### config.mk
export PLATFORM = sky130hd
export DESIGN_NAME = sys_exec_unit
export DESIGN_NICKNAME = d
export VERILOG_FILES = /design/src/rtl/sys_exec_unit.sv
export SDC_FILE = /design/constraint.sdc
export NUM_CORES = 1
export LEC_CHECK = 0
export CORE_AREA = 8 8 178 180
export CTS_CLUSTER_DIAMETER = 80
export DETAILED_ROUTE_END_ITERATION = 10
export DIE_AREA = 0 0 186 188
export PLACE_DENSITY = 0.61
export SYNTH_ARGS = -nofsm -noshare
export SYNTH_HDL_FRONTEND = slang
export SYNTH_SLANG_ARGS = --single-unit
### constraint.sdc
create_clock -name clk -period 4.5 [get_ports clk]
set_input_delay 0.9 -clock clk [delete_from_list [all_inputs] [get_ports clk]]
set_output_delay 0.9 -clock clk [all_outputs]
set_load 0.02 [all_outputs]
### src/rtl/sys_exec_unit.sv
// System execution unit: routes move-to/from SPR/CR results to the GPR, SPR or CR
// write-back bus through an in-order result queue that back-pressures issue.
package sys_exec_pkg;

  typedef enum logic [2:0] {
    SYS_NOP           = 3'd0,
    SYS_MOVE_TO_SPR   = 3'd1,
    SYS_MOVE_FROM_SPR = 3'd2,
    SYS_MOVE_TO_CR    = 3'd3,
    SYS_MOVE_FROM_CR  = 3'd4
  } system_op_t;

  typedef struct packed {
    system_op_t  op;
    logic [9:0]  spr_num;
    logic [7:0]  fxm;
  } system_decode_t;

endpackage

module sys_exec_unit
  import sys_exec_pkg::*;
#(
  parameter int RS_ID_WIDTH = 5,
  parameter int FIFO_DEPTH  = 4
) (
  input  logic                           clk,
  input  logic                           rst,

  input  logic                           input_valid,
  output logic                           input_ready,
  input  logic [RS_ID_WIDTH-1:0]         rs_id_in,
  input  logic [4:0]                     result_reg_addr_in,
  input  logic [31:0]                    op1,
  input  system_decode_t                 control,

  output logic                           gpr_output_valid,
  input  logic                           gpr_output_ready,
  output logic [RS_ID_WIDTH-1:0]         gpr_rs_id_out,
  output logic [4:0]                     gpr_result_reg_addr_out,
  output logic [31:0]                    gpr_result,

  output logic                           spr_output_valid,
  input  logic                           spr_output_ready,
  output logic [RS_ID_WIDTH-1:0]         spr_rs_id_out,
  output logic [9:0]                     spr_result_reg_addr_out,
  output logic [31:0]                    spr_result,

  output logic                           cr_output_valid,
  input  logic                           cr_output_ready,
  output logic                           cr_enable [0:7],
  output logic [RS_ID_WIDTH-1:0]         cr_rs_id_out,
  output logic [31:0]                    cr_result,

  output logic [$clog2(FIFO_DEPTH+1)-1:0] queue_count
);

  localparam int PTR_W = $clog2(FIFO_DEPTH);
  localparam int CNT_W = $clog2(FIFO_DEPTH + 1);

  localparam logic [1:0] DEST_GPR = 2'd0;
  localparam logic [1:0] DEST_SPR = 2'd1;
  localparam logic [1:0] DEST_CR  = 2'd2;

  typedef struct packed {
    logic [1:0]             dest;
    logic [RS_ID_WIDTH-1:0] rs_id;
    logic [4:0]             reg_addr;
    logic [9:0]             spr_num;
    logic [7:0]             fxm;
    logic [31:0]            value;
  } entry_t;

  entry_t             mem_q [FIFO_DEPTH];
  entry_t             mem_d [FIFO_DEPTH];
  logic [PTR_W-1:0]   wr_ptr_q, wr_ptr_d;
  logic [PTR_W-1:0]   rd_ptr_q, rd_ptr_d;
  logic [CNT_W-1:0]   count_q, count_d;

  entry_t             head;
  entry_t             new_entry;
  logic               legal_op;
  logic               not_empty;
  logic               push;
  logic               pop;

  // Destination decode; unknown operations are swallowed without enqueueing.
  always_comb begin
    legal_op       = 1'b1;
    new_entry      = '0;
    new_entry.dest = DEST_GPR;
    unique case (control.op)
      SYS_MOVE_TO_SPR:   new_entry.dest = DEST_SPR;
      SYS_MOVE_FROM_SPR: new_entry.dest = DEST_GPR;
      SYS_MOVE_FROM_CR:  new_entry.dest = DEST_GPR;
      SYS_MOVE_TO_CR:    new_entry.dest = DEST_CR;
      default:           legal_op       = 1'b0;
    endcase
    new_entry.rs_id    = rs_id_in;
    new_entry.reg_addr = result_reg_addr_in;
    new_entry.spr_num  = control.spr_num;
    new_entry.fxm      = control.fxm;
    new_entry.value    = op1;
  end

  // Ready depends only on the stored count, never on the output readies.
  assign input_ready = (count_q != CNT_W'(FIFO_DEPTH));
  assign queue_count = count_q;
  assign not_empty   = (count_q != '0);
  assign head        = mem_q[rd_ptr_q];

  always_comb begin
    gpr_output_valid        = not_empty && (head.dest == DEST_GPR);
    spr_output_valid        = not_empty && (head.dest == DEST_SPR);
    cr_output_valid         = not_empty && (head.dest == DEST_CR);

    gpr_rs_id_out           = head.rs_id;
    spr_rs_id_out           = head.rs_id;
    cr_rs_id_out            = head.rs_id;
    gpr_result              = head.value;
    spr_result              = head.value;
    cr_result               = head.value;
    gpr_result_reg_addr_out = head.reg_addr;
    spr_result_reg_addr_out = head.spr_num;
    for (int i = 0; i < 8; i++) begin
      cr_enable[i] = head.fxm[i];
    end
  end

  assign pop  = (gpr_output_valid && gpr_output_ready) ||
                (spr_output_valid && spr_output_ready) ||
                (cr_output_valid  && cr_output_ready);
  assign push = input_valid && input_ready && legal_op;

  always_comb begin
    mem_d    = mem_q;
    wr_ptr_d = wr_ptr_q;
    rd_ptr_d = rd_ptr_q;
    count_d  = count_q;
    if (push) begin
      mem_d[wr_ptr_q] = new_entry;
      wr_ptr_d        = wr_ptr_q + PTR_W'(1);
    end
    if (pop) begin
      rd_ptr_d = rd_ptr_q + PTR_W'(1);
    end
    unique case ({push, pop})
      2'b10:   count_d = count_q + CNT_W'(1);
      2'b01:   count_d = count_q - CNT_W'(1);
      default: count_d = count_q;
    endcase
  end

  always_ff @(posedge clk) begin
    if (rst) begin
      for (int i = 0; i < FIFO_DEPTH; i++) begin
        mem_q[i] <= '0;
      end
      wr_ptr_q <= '0;
      rd_ptr_q <= '0;
      count_q  <= '0;
    end else begin
      mem_q    <= mem_d;
      wr_ptr_q <= wr_ptr_d;
      rd_ptr_q <= rd_ptr_d;
      count_q  <= count_d;
    end
  end

endmodule

# [Yosys cells after proc, flatten, opt, wreduce, memory -nomap -nowiden]
# Cells that the tools add are included.
[totals] register_bits=255 inputBits=69
[op_classes] add_sub_neg=4 magnitude_cmp=3 reduce_logical=15 eq_ne=9 muxes=9 bitwise_logic=2
[ops] op="$bwmux W248" count=1
[ops] op="$mux W62" count=3
[ops] op="$bmux W62 S2" count=1
[ops] op="$demux W62 S2" count=1
[ops] op="$logic_and A1 B1 Y1" count=9
[ops] op="$eq A3 B2 Y1 const B" count=2
[ops] op="$ge A3 B3 Y1 const B" count=2
[ops] op="$not A2 Y3" count=2
[ops] op="$pmux W3 S2" count=1
[ops] op="$add A2 B1 Y2 const B" count=2
[ops] op="$eq A2 B1 Y1 const B" count=2
[ops] op="$eq A2 B2 Y1 const B" count=2
[ops] op="$pmux W2 S2" count=1
[ops] op="$reduce_or A4 Y1" count=1
[ops] op="$add A3 B1 Y3 const B" count=1
[ops] op="$eq A3 B1 Y1 const B" count=1
[ops] op="$eq A3 B3 Y1 const B" count=1
[ops] op="$lt A3 B1 Y1 const B" count=1
[ops] op="$ne A3 B3 Y1 const B" count=1
[ops] op="$reduce_bool A3 Y1" count=1
[ops] op="$sub A3 B1 Y3 const B" count=1
[ops] op="$logic_not A2 Y1" count=1
[ops] op="$logic_or A1 B1 Y1" count=2
[ops] op="$reduce_bool A2 Y1" count=1
[ops] op="$mux W1" count=1

# [Longest topological paths before layout]
[logic_depth] word_depth=11 ltp_mapped=10 depth_no_buf=9

# [Worst setup path before layout]
# No wires, ideal clock.
[synth_path] path_kind="flip-flop to flip-flop" from="register rd_ptr_q[0]" to="register count_q[2], in the netlist queue_count[2]" path_buffers=0 synth_period_minus_slack_ns=2.931 arrival_time_ns=2.860 setup_time_ns=0.070 stages_incl_launch_ff=10 path_slack_ns=1.569 path_cell_list="dfxtp_1 mux4_2 nor3b_1 o2bb2ai_2 ha_1 inv_1 fa_1 xor2_1 or3_1 a21oi_1"
[synth_via] elab_chain_cells=11 elab_cells_between_ends=19 classes_between="4 x eq/ne; 4 x mux; 1 x bitwise; 10 x reduce/logical"
[synth_rtl] element="start, declared" line="77" source="logic [PTR_W-1:0] rd_ptr_q, rd_ptr_d;"
[synth_rtl] element="start signal, assigned" line="165" source="rd_ptr_q <= rd_ptr_d;"
[synth_rtl] element="$not A2 Y3 (implied by the code) *" line="110" source="assign head = mem_q[rd_ptr_q];"
[synth_rtl] element="$bmux W62 S2 *" line="110"
[synth_rtl] element="$mux W62 (implied by the code) * (2 in a row)" line="110"
[synth_rtl] element="$eq A2 B1 Y1 *" line="114" source="spr_output_valid = not_empty && (head.dest == DEST_SPR);"
[synth_rtl] element="$logic_and A1 B1 Y1 *" line="114"
[synth_rtl] element="net spr_output_valid" line="43" source="output logic spr_output_valid,"
[synth_rtl] element="$logic_and A1 B1 Y1 *" line="131" source="(spr_output_valid && spr_output_ready) ||"
[synth_rtl] element="$logic_or A1 B1 Y1 *" line="130" source="assign pop = (gpr_output_valid && gpr_output_ready) ||"
[synth_rtl] element="$logic_or A1 B1 Y1 *" line="131"
[synth_rtl] element="$eq A2 B1 Y1 / $eq A2 B2 Y1 (equally long branches)" line="147" source="unique case ({push, pop})"
[synth_rtl] element="$pmux W3 S2 / $reduce_bool A2 Y1 (equally long branches)"
[synth_rtl] element="end signal, assigned" line="166" source="count_q <= count_d;"
[synth_rtl] element="end, declared" line="78" source="logic [CNT_W-1:0] count_q, count_d;"
# The timed path passes the listed nets; every way through them passes the cells marked *. The select of a mux whose other input is x is not followed.
# A chain may end at the register's enable or synchronous reset.

# [Worst setup path after layout]
[layout_path] from="register rd_ptr_q[0]" to="output port spr_output_valid"
[layout_via] elab_chain_cells=6
[layout_rtl] element="$not A2 Y3 (implied by the code)" line="110"
[layout_rtl] element="$bmux W62 S2" line="110"
[layout_rtl] element="$mux W62 (implied by the code) (2 in a row)" line="110"
[layout_rtl] element="$eq A2 B1 Y1" line="114"
[layout_rtl] element="$logic_and A1 B1 Y1" line="114"
[layout_rtl] element="end, declared" line="43"
# No other way between the ends. The select of a mux whose other input is x is not followed.

==> flow_metrics.env <==
export IMPL_final_setup_worst_slack_ns=0.796
export IMPL_place_ws_ns=0.965
export IMPL_crit_path_start_kind="register"
export IMPL_wl_um=31000
export IMPL_post_cts_resized=0
export IMPL_rrSetupSlack_ns=1.42
export IMPL_insertion_delay_ns=0.52
export IMPL_period_share_pct=82.3
export IMPL_cp_required_ns=3.60
export IMPL_synth_avg_cell_area_um2=8.55
export IMPL_portBuffers=209
export IMPL_grt_pass1_wl_um=48600
export IMPL_endpoint="spr_output_valid"
export IMPL_ys_seq_elements=255
export IMPL_die_x_um=186
export IMPL_crit_slowest_cell="clkdlybuf4s50_1"
export IMPL_power_density_nw_per_um2=424
export IMPL_cts_path_max_buffers=3
export IMPL_place_congestion=0.768
export IMPL_synth_edff_count=0
export IMPL_r2r_start="rd_ptr_q[0]"
export IMPL_fmax_mhz=270
export IMPL_h_tree_depth=1
export IMPL_place_hpwl_um=18800
export IMPL_total_power_mw=5.87
export IMPL_tns_ns=0
export IMPL_r2r_cells=9
export IMPL_max_cap_violations=0
export IMPL_crit_path_max_fanout=26
export IMPL_critPathBufInv=1
export IMPL_grt_overflow_total=0
export IMPL_critPathKind="register to output pin"
export IMPL_cts_made_buffers=28
export IMPL_p_leak_nw=4.44
export IMPL_drive_gt1_share_pct=9.81
export IMPL_syn_inst=1290
export IMPL_detail_route_antenna_nets=0
export IMPL_worstSetupEndpointType="output pin"
export IMPL_yosysUniqueCellTypes=32
export IMPL_grt_pass1_vias=8873
export IMPL_slowest_delay_ns=0.68
export IMPL_hold_buffers=0
export IMPL_path_cells="mux4_2, nor3b_1, clkdlybuf4s50_1"
export IMPL_initial_core_util_pct=38.0
export IMPL_drv_slew=0
export IMPL_nNetsFinal=1451
export IMPL_antenna_found_initial=0
export IMPL_cts_root_buf="clkbuf_16"
export IMPL_hold_class="register to register"
export IMPL_async_reset_ff_share_pct=0
export IMPL_cts_sinks=255
export IMPL_crit_family="buffers and inverters"
export IMPL_finClkSkew_ns=0.00583
export IMPL_wire_per_inst_um=17.3
export IMPL_drt_iter0_markers=751
export IMPL_dp_cells=1736
export IMPL_grt_max_degree=91
export IMPL_area_growth_pct=25.3
export IMPL_grt_setup_unrepaired="false"
export IMPL_fin_crit_ns=3.70
export IMPL_ir_drop_v=0.000233
export IMPL_cts_tree="done"
export IMPL_yosysSeqAreaShare_pct=46.3
export IMPL_yosys_most_used_dff="dfxtp_1"
export IMPL_drc_errors=0
export IMPL_dieArea_um2=35000
export IMPL_design_core_area_um2=29000
export IMPL_relSlewSlack_pct=43.2
export IMPL_r2r_end="queue_count[2]"
export IMPL_grt_total_usage_pct=17.2
export IMPL_post_cts_setup_buffers=0
export IMPL_first_pass_iters=5
export IMPL_io_pins=210
export IMPL_clk_pin_slew_worst_paths_ns=0.06
export IMPL_worst_slew_pin_slew_ns=0.852
export IMPL_yosys_warnings=0
export IMPL_diodes=0
export IMPL_status="finished, final reports clean"
export IMPL_finalHoldViolations=0
export IMPL_worst_path_stages=3
export IMPL_setup_violations_final=0
export IMPL_vias=9008
export IMPL_num_rows=63
export IMPL_netlist_area_um2=11000
export IMPL_cp_arrival_ns=2.80
export IMPL_via_per_inst=5.04
export IMPL_instances_no_fill=1786
export IMPL_die_h_um=188
export IMPL_cp_startpoint="rd_ptr_q[0]"
export IMPL_syn_num_nets=1365
power by group:
| part | internal, mW | leakage (nW) | switching [mW] | total, mW |
|---|---|---|---|---|
| Combinational | 0.571 | 1.94 | 0.691 | 1.26 |
| Sequential | 2.34 | 2.06 | 0.0960 | 2.44 |
| Clock | 1.28 | 0.438 | 0.888 | 2.17 |
| Total | 4.19 | 4.44 | 1.67 | 5.87 |
sequential cells by signal, indices dropped and copies added, names as in the netlist:
name	flops
queue_count	3
wr_ptr_q	2
rd_ptr_q	2
mem_q	248
Yosys cell counts (all sizes together), types with 2 or more instances:
cell	number	area (um2)
a21oi	250	1250
buf	120	785
clkbuf	52	195
dfxtp	255	5100
ha	5	62.6
inv	7	26.3
mux2	2	22.5
mux2i	2	20.0
mux4	62	1400
nand2	497	1870
nor2	10	37.5
nor3b	3	22.5
o2111a	4	45.0
o2111ai	4	35.0
xor2	2	17.5
worst reg2reg max path, stage by stage, from the launching register on:
cell,delay [ns]
dfxtp_4,0.63
mux4_2,0.66
nor3b_1,0.31
o2bb2ai_2,0.17
ha_1,0.22
inv_1,0.06
fa_1,0.37
xor2_1,0.16
or3_1,0.30
a21oi_1,0.14
stage by stage:
stage,hold WS [ns],util [%],area (um2)
4_1_cts,0.454,47.7,13800
2_1_floorplan,0.433,-,11000
5_1_grt,0.468,47.7,13800
3_3_place_gp,0.438,44.7,13000
6_report,0.452,47.7,13800
3_5_place_dp,0.446,44.7,13000
kinds of logic after synthesis:
family	count (synthesis)	share of synthesized area (%)
AO/OA/AOI/OAI	263	12.5
XOR/XNOR	3	0.238
adder cells (fa/ha/maj)	6	0.749
buffers and inverters	180	9.29
flip-flops	255	46.3
multiplexers	66	13.0
AND/OR/NAND/NOR	517	17.9
routing by layer:
layer  routed length (um)  track usage (%)  vias up
met3                 2060             3.02       29
met4                  438             3.76        0
met1                14000             23.4     4313
met5                    0                0        -
li1                     -                -     4405
met2                14500             28.0      261
worst min-delay path by stage:
stage	startpoint	end	slack, ns	cells past startpoint
2_1_floorplan	mem_q[101]	mem_q[101]	0.43	2
3_3_place_gp	mem_q[51]	mem_q[51]	0.44	2
3_5_place_dp	mem_q[137]	mem_q[137]	0.45	2
4_1_cts	mem_q[121]	mem_q[121]	0.45	2
5_1_grt	mem_q[199]	mem_q[199]	0.47	2
6_report	mem_q[149]	mem_q[149]	0.45	2
cell type report:
type,instances,area [um2]
Fill cell,2828,15200
Sequential cell,255,5110
Multi-Input combinational cell,855,4980
Timing Repair Buffer,229,2340
Clock buffer,40,797
Tap cell,390,488
Clock inverter,10,75.1
Inverter,7,26.3
placed cells by master, fill, tap and decap left out, types with 7 or more instances in the layout:
master,synthesis,layout
a21oi_1,250,250
buf_12,0,8
buf_4,74,12
clkbuf_1,52,8
clkbuf_16,0,29
clkdlybuf4s50_1,0,208
clkinv_2,0,9
dfxtp_1,255,253
inv_1,7,7
mux4_2,62,62
nand2_1,497,497
nor2_1,10,10
Power figures use the tool's default switching activity.
